**src/rtl/opto_signal_emulator.sv**
```systemverilog
// Emulated photoelectric code-disc tooth train with a per-revolution index gap.
// Optional glitch injection is built only when OPTO_GLITCH_INJ_EN is defined.
module opto_signal_emulator #(
  parameter int TOOTH_NUM = 100,
  parameter int CNT_WIDTH = 16
) (
  input  logic                 i_clk,
  input  logic                 i_rst_n,
  input  logic                 i_enable,
  input  logic [CNT_WIDTH-1:0] i_high_cnt,
  input  logic [CNT_WIDTH-1:0] i_low_cnt,
  input  logic [CNT_WIDTH-1:0] i_gap_cnt,
  input  logic [3:0]           i_glitch_len,
  output logic                 o_opto_signal,
  output logic [7:0]           o_tooth_idx,
  output logic                 o_rev_pulse,
  output logic                 o_busy
);

  typedef enum logic [1:0] {S_IDLE, S_HIGH, S_LOW, S_GAP} state_t;

  localparam logic [7:0] LAST_IDX = 8'(TOOTH_NUM - 1);

  state_t               state;
  logic                 enable_p0;
  logic [CNT_WIDTH-1:0] cnt;
  logic [CNT_WIDTH-1:0] low_sh;
  logic [CNT_WIDTH-1:0] gap_sh;

  logic                 phase_end;
  logic                 to_gap;
  logic                 tooth_end;
  logic                 start_high;
  logic [7:0]           next_idx;
  logic                 high_next_lvl;

  function automatic logic [CNT_WIDTH-1:0] clamp1(input logic [CNT_WIDTH-1:0] v);
    return (v == '0) ? CNT_WIDTH'(1) : v;
  endfunction

`ifdef OPTO_GLITCH_INJ_EN
  logic [CNT_WIDTH-1:0] high_sh;
  logic [3:0]           glitch_sh;
  logic [CNT_WIDTH-1:0] high_pos_next;

  // True when clock 'pos' of a high phase of length 'hi' falls in the forced-low window.
  function automatic logic glitch_at(input logic [CNT_WIDTH-1:0] pos,
                                     input logic [CNT_WIDTH-1:0] hi,
                                     input logic [3:0]           g);
    logic [CNT_WIDTH:0] g_ext;
    logic [CNT_WIDTH:0] half;
    logic [CNT_WIDTH:0] lim;
    g_ext = (CNT_WIDTH+1)'(g);
    half  = {1'b0, hi} >> 1;
    lim   = half + g_ext;
    return (g != 4'd0) && ({1'b0, hi} > (g_ext << 1)) &&
           ({1'b0, pos} >= half) && ({1'b0, pos} < lim);
  endfunction

  assign high_pos_next = high_sh - cnt + CNT_WIDTH'(1);
  assign high_next_lvl = ~glitch_at(high_pos_next, high_sh, glitch_sh);
`else
  logic unused_glitch;
  assign unused_glitch = ^i_glitch_len;
  assign high_next_lvl = 1'b1;
`endif

  always_comb begin
    phase_end  = (cnt == CNT_WIDTH'(1));
    to_gap     = 1'b0;
    tooth_end  = 1'b0;
    start_high = 1'b0;
    next_idx   = 8'd0;
    if (state == S_LOW && phase_end && o_tooth_idx == LAST_IDX && gap_sh != '0)
      to_gap = 1'b1;
    if ((state == S_LOW && phase_end && !to_gap) || (state == S_GAP && phase_end))
      tooth_end = 1'b1;
    if (enable_p0 && (state == S_IDLE || tooth_end))
      start_high = 1'b1;
    if (state != S_IDLE && o_tooth_idx != LAST_IDX)
      next_idx = o_tooth_idx + 8'd1;
  end

  // Shadow settings: captured once per tooth so mid-tooth input changes wait for the next tooth.
  always_ff @(posedge i_clk) begin
    if (start_high) begin
      low_sh <= clamp1(i_low_cnt);
      gap_sh <= i_gap_cnt;
`ifdef OPTO_GLITCH_INJ_EN
      high_sh   <= clamp1(i_high_cnt);
      glitch_sh <= i_glitch_len;
`endif
    end
  end

  always_ff @(posedge i_clk or negedge i_rst_n) begin
    if (!i_rst_n) begin
      state         <= S_IDLE;
      enable_p0     <= 1'b0;
      cnt           <= '0;
      o_opto_signal <= 1'b0;
      o_tooth_idx   <= 8'd0;
      o_rev_pulse   <= 1'b0;
      o_busy        <= 1'b0;
    end else begin
      enable_p0   <= i_enable;
      o_rev_pulse <= 1'b0;
      case (state)
        S_IDLE: begin
          o_opto_signal <= 1'b0;
          o_tooth_idx   <= 8'd0;
          o_busy        <= 1'b0;
          if (start_high) begin
            state         <= S_HIGH;
            cnt           <= clamp1(i_high_cnt);
            o_opto_signal <= 1'b1;
            o_rev_pulse   <= 1'b1;
            o_busy        <= 1'b1;
          end
        end
        S_HIGH: begin
          if (phase_end) begin
            state         <= S_LOW;
            cnt           <= low_sh;
            o_opto_signal <= 1'b0;
          end else begin
            cnt           <= cnt - CNT_WIDTH'(1);
            o_opto_signal <= high_next_lvl;
          end
        end
        S_LOW, S_GAP: begin
          if (to_gap) begin
            state <= S_GAP;
            cnt   <= gap_sh;
          end else if (tooth_end) begin
            if (start_high) begin
              state         <= S_HIGH;
              cnt           <= clamp1(i_high_cnt);
              o_opto_signal <= 1'b1;
              o_tooth_idx   <= next_idx;
              o_rev_pulse   <= (next_idx == 8'd0);
            end else begin
              state       <= S_IDLE;
              cnt         <= '0;
              o_tooth_idx <= 8'd0;
              o_busy      <= 1'b0;
            end
          end else begin
            cnt <= cnt - CNT_WIDTH'(1);
          end
        end
        default: state <= S_IDLE;
      endcase
    end
  end

endmodule

```
**config.mk**
```make
export PLATFORM = sky130hd
export DESIGN_NAME = opto_signal_emulator
export DESIGN_NICKNAME = d
export VERILOG_FILES = /design/src/rtl/opto_signal_emulator.sv
export SDC_FILE = /design/constraint.sdc
export NUM_CORES = 1
export LEC_CHECK = 0
export CORE_MARGIN = 1
export CORE_UTILIZATION = 30
export DETAILED_ROUTE_END_ITERATION = 16
export SYNTH_ARGS = -nofsm -noshare
export SYNTH_HDL_FRONTEND = slang
export SYNTH_SLANG_ARGS = --single-unit
```
**constraint.sdc**
```tcl
create_clock -name i_clk -period 3.1 [get_ports i_clk]
set_input_delay 0.62 -clock i_clk [delete_from_list [all_inputs] [get_ports i_clk]]
set_output_delay 0.62 -clock i_clk [all_outputs]
set_load 0.02 [all_outputs]
```
==> results.yml <==
routing:
  wl_um: 10200
  dr.first_iter.drc_count: 289
  ant_nets: 0
  dr_total_vias: 3171
  detail_route.wl_per_cell_um: 17.7
  drc: 0
  via_per_inst: 5.51
  drt_pass1_iterations: 4
synthesis:
  seq_area_frac_synth: 0.482
  postSynthCellCount: 377
  synth_fp_nets: 435
  synth_area_leaders: "edfxtp_1, dfrtp_1, o21ai_0"
  synth_area_per_cell_um2: 9.42
  synth-edff-count: 32
  ys_types: 57
  yosysMostFrequentCell: "nand2_1"
  synthFlopType: "edfxtp_1"
  synth_top_area_share: 0.271
  synth_area_leader_cell: "edfxtp_1"
  ys_ff_latch: 62
  yosysWarningCount: 0
  synth.cell_area_um2: 3550
  async_flop_share: 0.484
  synth_common_cells: "nand2_1, clkbuf_1, edfxtp_1"
placed_design:
  dp.cells: 560
  portBuffers: 61
  pre_cts_ws_ns: 0.439
  dp_hpwl_um: 7430
  postPlaceCellArea_um2: 4320
  globalplace.congestion: 0.903
cts:
  insertion_delay_ns: 0.34
  cts_setup_buffers: 0
  cts_buffer_depth: 2
  cts_sinks: 62
  cts_resized: 0
  cts_inserted_buffers: 9
  postCtsHoldBufs: 0
  cts_root_buffer: "clkbuf_16"
  clk_pin_slew_ns: 0.06
  cts_tree: "yes"
  htreeDepth: 3
finish:
  fin_util: 0.403
  multiInputGateArea_um2: 1680
  insertedDiodeCount: 0
  layout-drive-gt1-share: 0.0993
  n_fill_cell: 1077
  finalNonFillerCells: 576
  seq_area_um2: 1710
  design_area_um2: 4620
  area_growth_syn_to_layout_pct: 30.1
  fin_nets: 486
die:
  num_rows: 39
  dieArea_um2: 12300
  ios: 66
  dieWidth_um: 111
  die_y_um: 111
  initial_core_util: 0.310
  coreArea_um2: 11500
sta:
  tightest_slew_ns: 0.726
  setup_tns_ns: 0
  fin_skew_ns: 0.00643
  timing.final.crit_share: 0.868
  rsz0062_at_grt: "false"
  slew_headroom: 0.512
  finalMaxSlewViolations: 0
  setup_viol: 0
  fmax_mhz: 372
  hold_violations: 0
  final.setup.worst_slack_ns: 0.409
  fin_crit_ns: 2.69
setup_path:
  cpMaxStageDelayCell: "nor3_1"
  path_class: "reg2reg"
  crit_path_end: "cnt[9]"
  reg2reg_depth: 7
  worstPathArrival_ns: 2.94
  worst-path-max-fanout: 22
  crit_path_max_incr_delay_ns: 0.62
  reg2reg_setup_slack_ns: 0.41
  r2r-end: "cnt[9]"
  startpoint: "cnt[0]"
  end_kind: "flop"
  required_ns: 3.35
  path_cells: "ha_1, nor3b_1, and4_4, nand2_1, nor3_1, nand2_1, a41oi_1"
  r2r-start: "cnt[0]"
  start_kind: "flop"
  cp_common_cell: "nand2_1"
grt:
  grt_pass1_wl_um: 16800
  gr-total-overflow: 0
  groute.usage.overall: 0.176
  grt_pass1_vias: 3165
  grt_max_degree: 33
  antenna_found_initial: 0
hold_path:
  min_path_type: "reg2reg"
  hold_start: "low_sh[0]"
flow_run:
  cap_violations: 0
power:
  powerDensity_nw_per_um2: 727
  peakVddDrop_v: 0.000307
  leakagePower_uw: 0.00168
outcome:
  status: "complete, no violations"
## layout by cell type, fill, tap and decap left out, types with 8 or more instances in the layout
| master | instances |
|---|---|
| a21oi_1 | 20 |
| a31oi_1 | 11 |
| buf_4 | 13 |
| clkbuf_16 | 9 |
| clkdlybuf4s50_1 | 61 |
| dfrtp_1 | 30 |
| edfxtp_1 | 32 |
| nand2_1 | 35 |
| nand3_1 | 14 |
| nor2_1 | 26 |
| nor3_1 | 15 |
| nor4_1 | 12 |
| o21ai_0 | 31 |
| o22ai_1 | 8 |
| xnor2_1 | 8 |
## routing by layer
| layer | vias to the layer above | part of all wire | routed length (um) | global-route usage |
|---|---|---|---|---|
| li1 | 1512 | - | - | - |
| met1 | 1491 | 0.45 | 4570 | 0.236 |
| met2 | 143 | 0.45 | 4640 | 0.267 |
| met3 | 25 | 0.063 | 642 | 0.0355 |
| met4 | 0 | 0.034 | 350 | 0.0924 |
| met5 | - | 0 | 0 | 0 |
## final cells by class
| class | count | area share |
|---|---|---|
| clock buffer | 9 | 0.0487 |
| inverter | 7 | 0.00568 |
| multi-input combinational | 273 | 0.363 |
| tap | 143 | 0.0387 |
| clock inverter | 7 | 0.0162 |
| timing repair buffer | 75 | 0.158 |
| sequential | 62 | 0.370 |
## flip-flops by register name (all words and copies together) (netlist names)
name           flops
o_busy             1
o_rev_pulse        1
o_tooth_idx        8
low_sh            16
state              2
gap_sh            16
enable_p0          1
cnt               16
o_opto_signal      1
## power by group
group	switching [uW]	internal (uW)	leakage (uW)
clock	385	622	0.000138
sequential	209	1060	0.000668
combinational	595	492	0.000874
total	1190	2170	0.00168
## per-stage QoR
step / hold WS (ns) / total power [uW]
floorplan: 0.324 / 1960
global placement: 0.524 / 2320
detailed placement: 0.543 / 2340
CTS: 0.563 / 3360
global route: 0.604 / 3550
finish: 0.564 / 3360
## worst max-delay path, delay by kind of cell (launching register included)
kind,cells,cell delay (ns)
adder cells (fa/ha/maj),1,0.22
flip-flops,1,0.48
AND/OR/NAND/NOR,5,1.64
AO/OA/AOI/OAI,1,0.25
## cells by family after synthesis
| group | after synthesis | synth area share |
|---|---|---|
| AND/OR/NAND/NOR | 145 | 0.220 |
| adder cells (fa/ha/maj) | 3 | 0.0106 |
| flip-flops | 62 | 0.482 |
| buffers and inverters | 42 | 0.0468 |
| XOR/XNOR | 14 | 0.0345 |
| multiplexers | 8 | 0.0229 |
| AO/OA/AOI/OAI | 103 | 0.183 |
## worst min path at each step
stage                    end  slack (ns)  depth (start not counted)
2_1_floorplan         cnt[0]        0.32                          0
3_3_place_gp          cnt[0]        0.52                          2
3_5_place_dp          cnt[0]        0.54                          2
4_1_cts               cnt[0]        0.56                          2
5_1_grt        o_opto_signal        0.60                          2
6_report              cnt[0]        0.56                          2
Note: power is estimated with default switching activity, not from simulation.
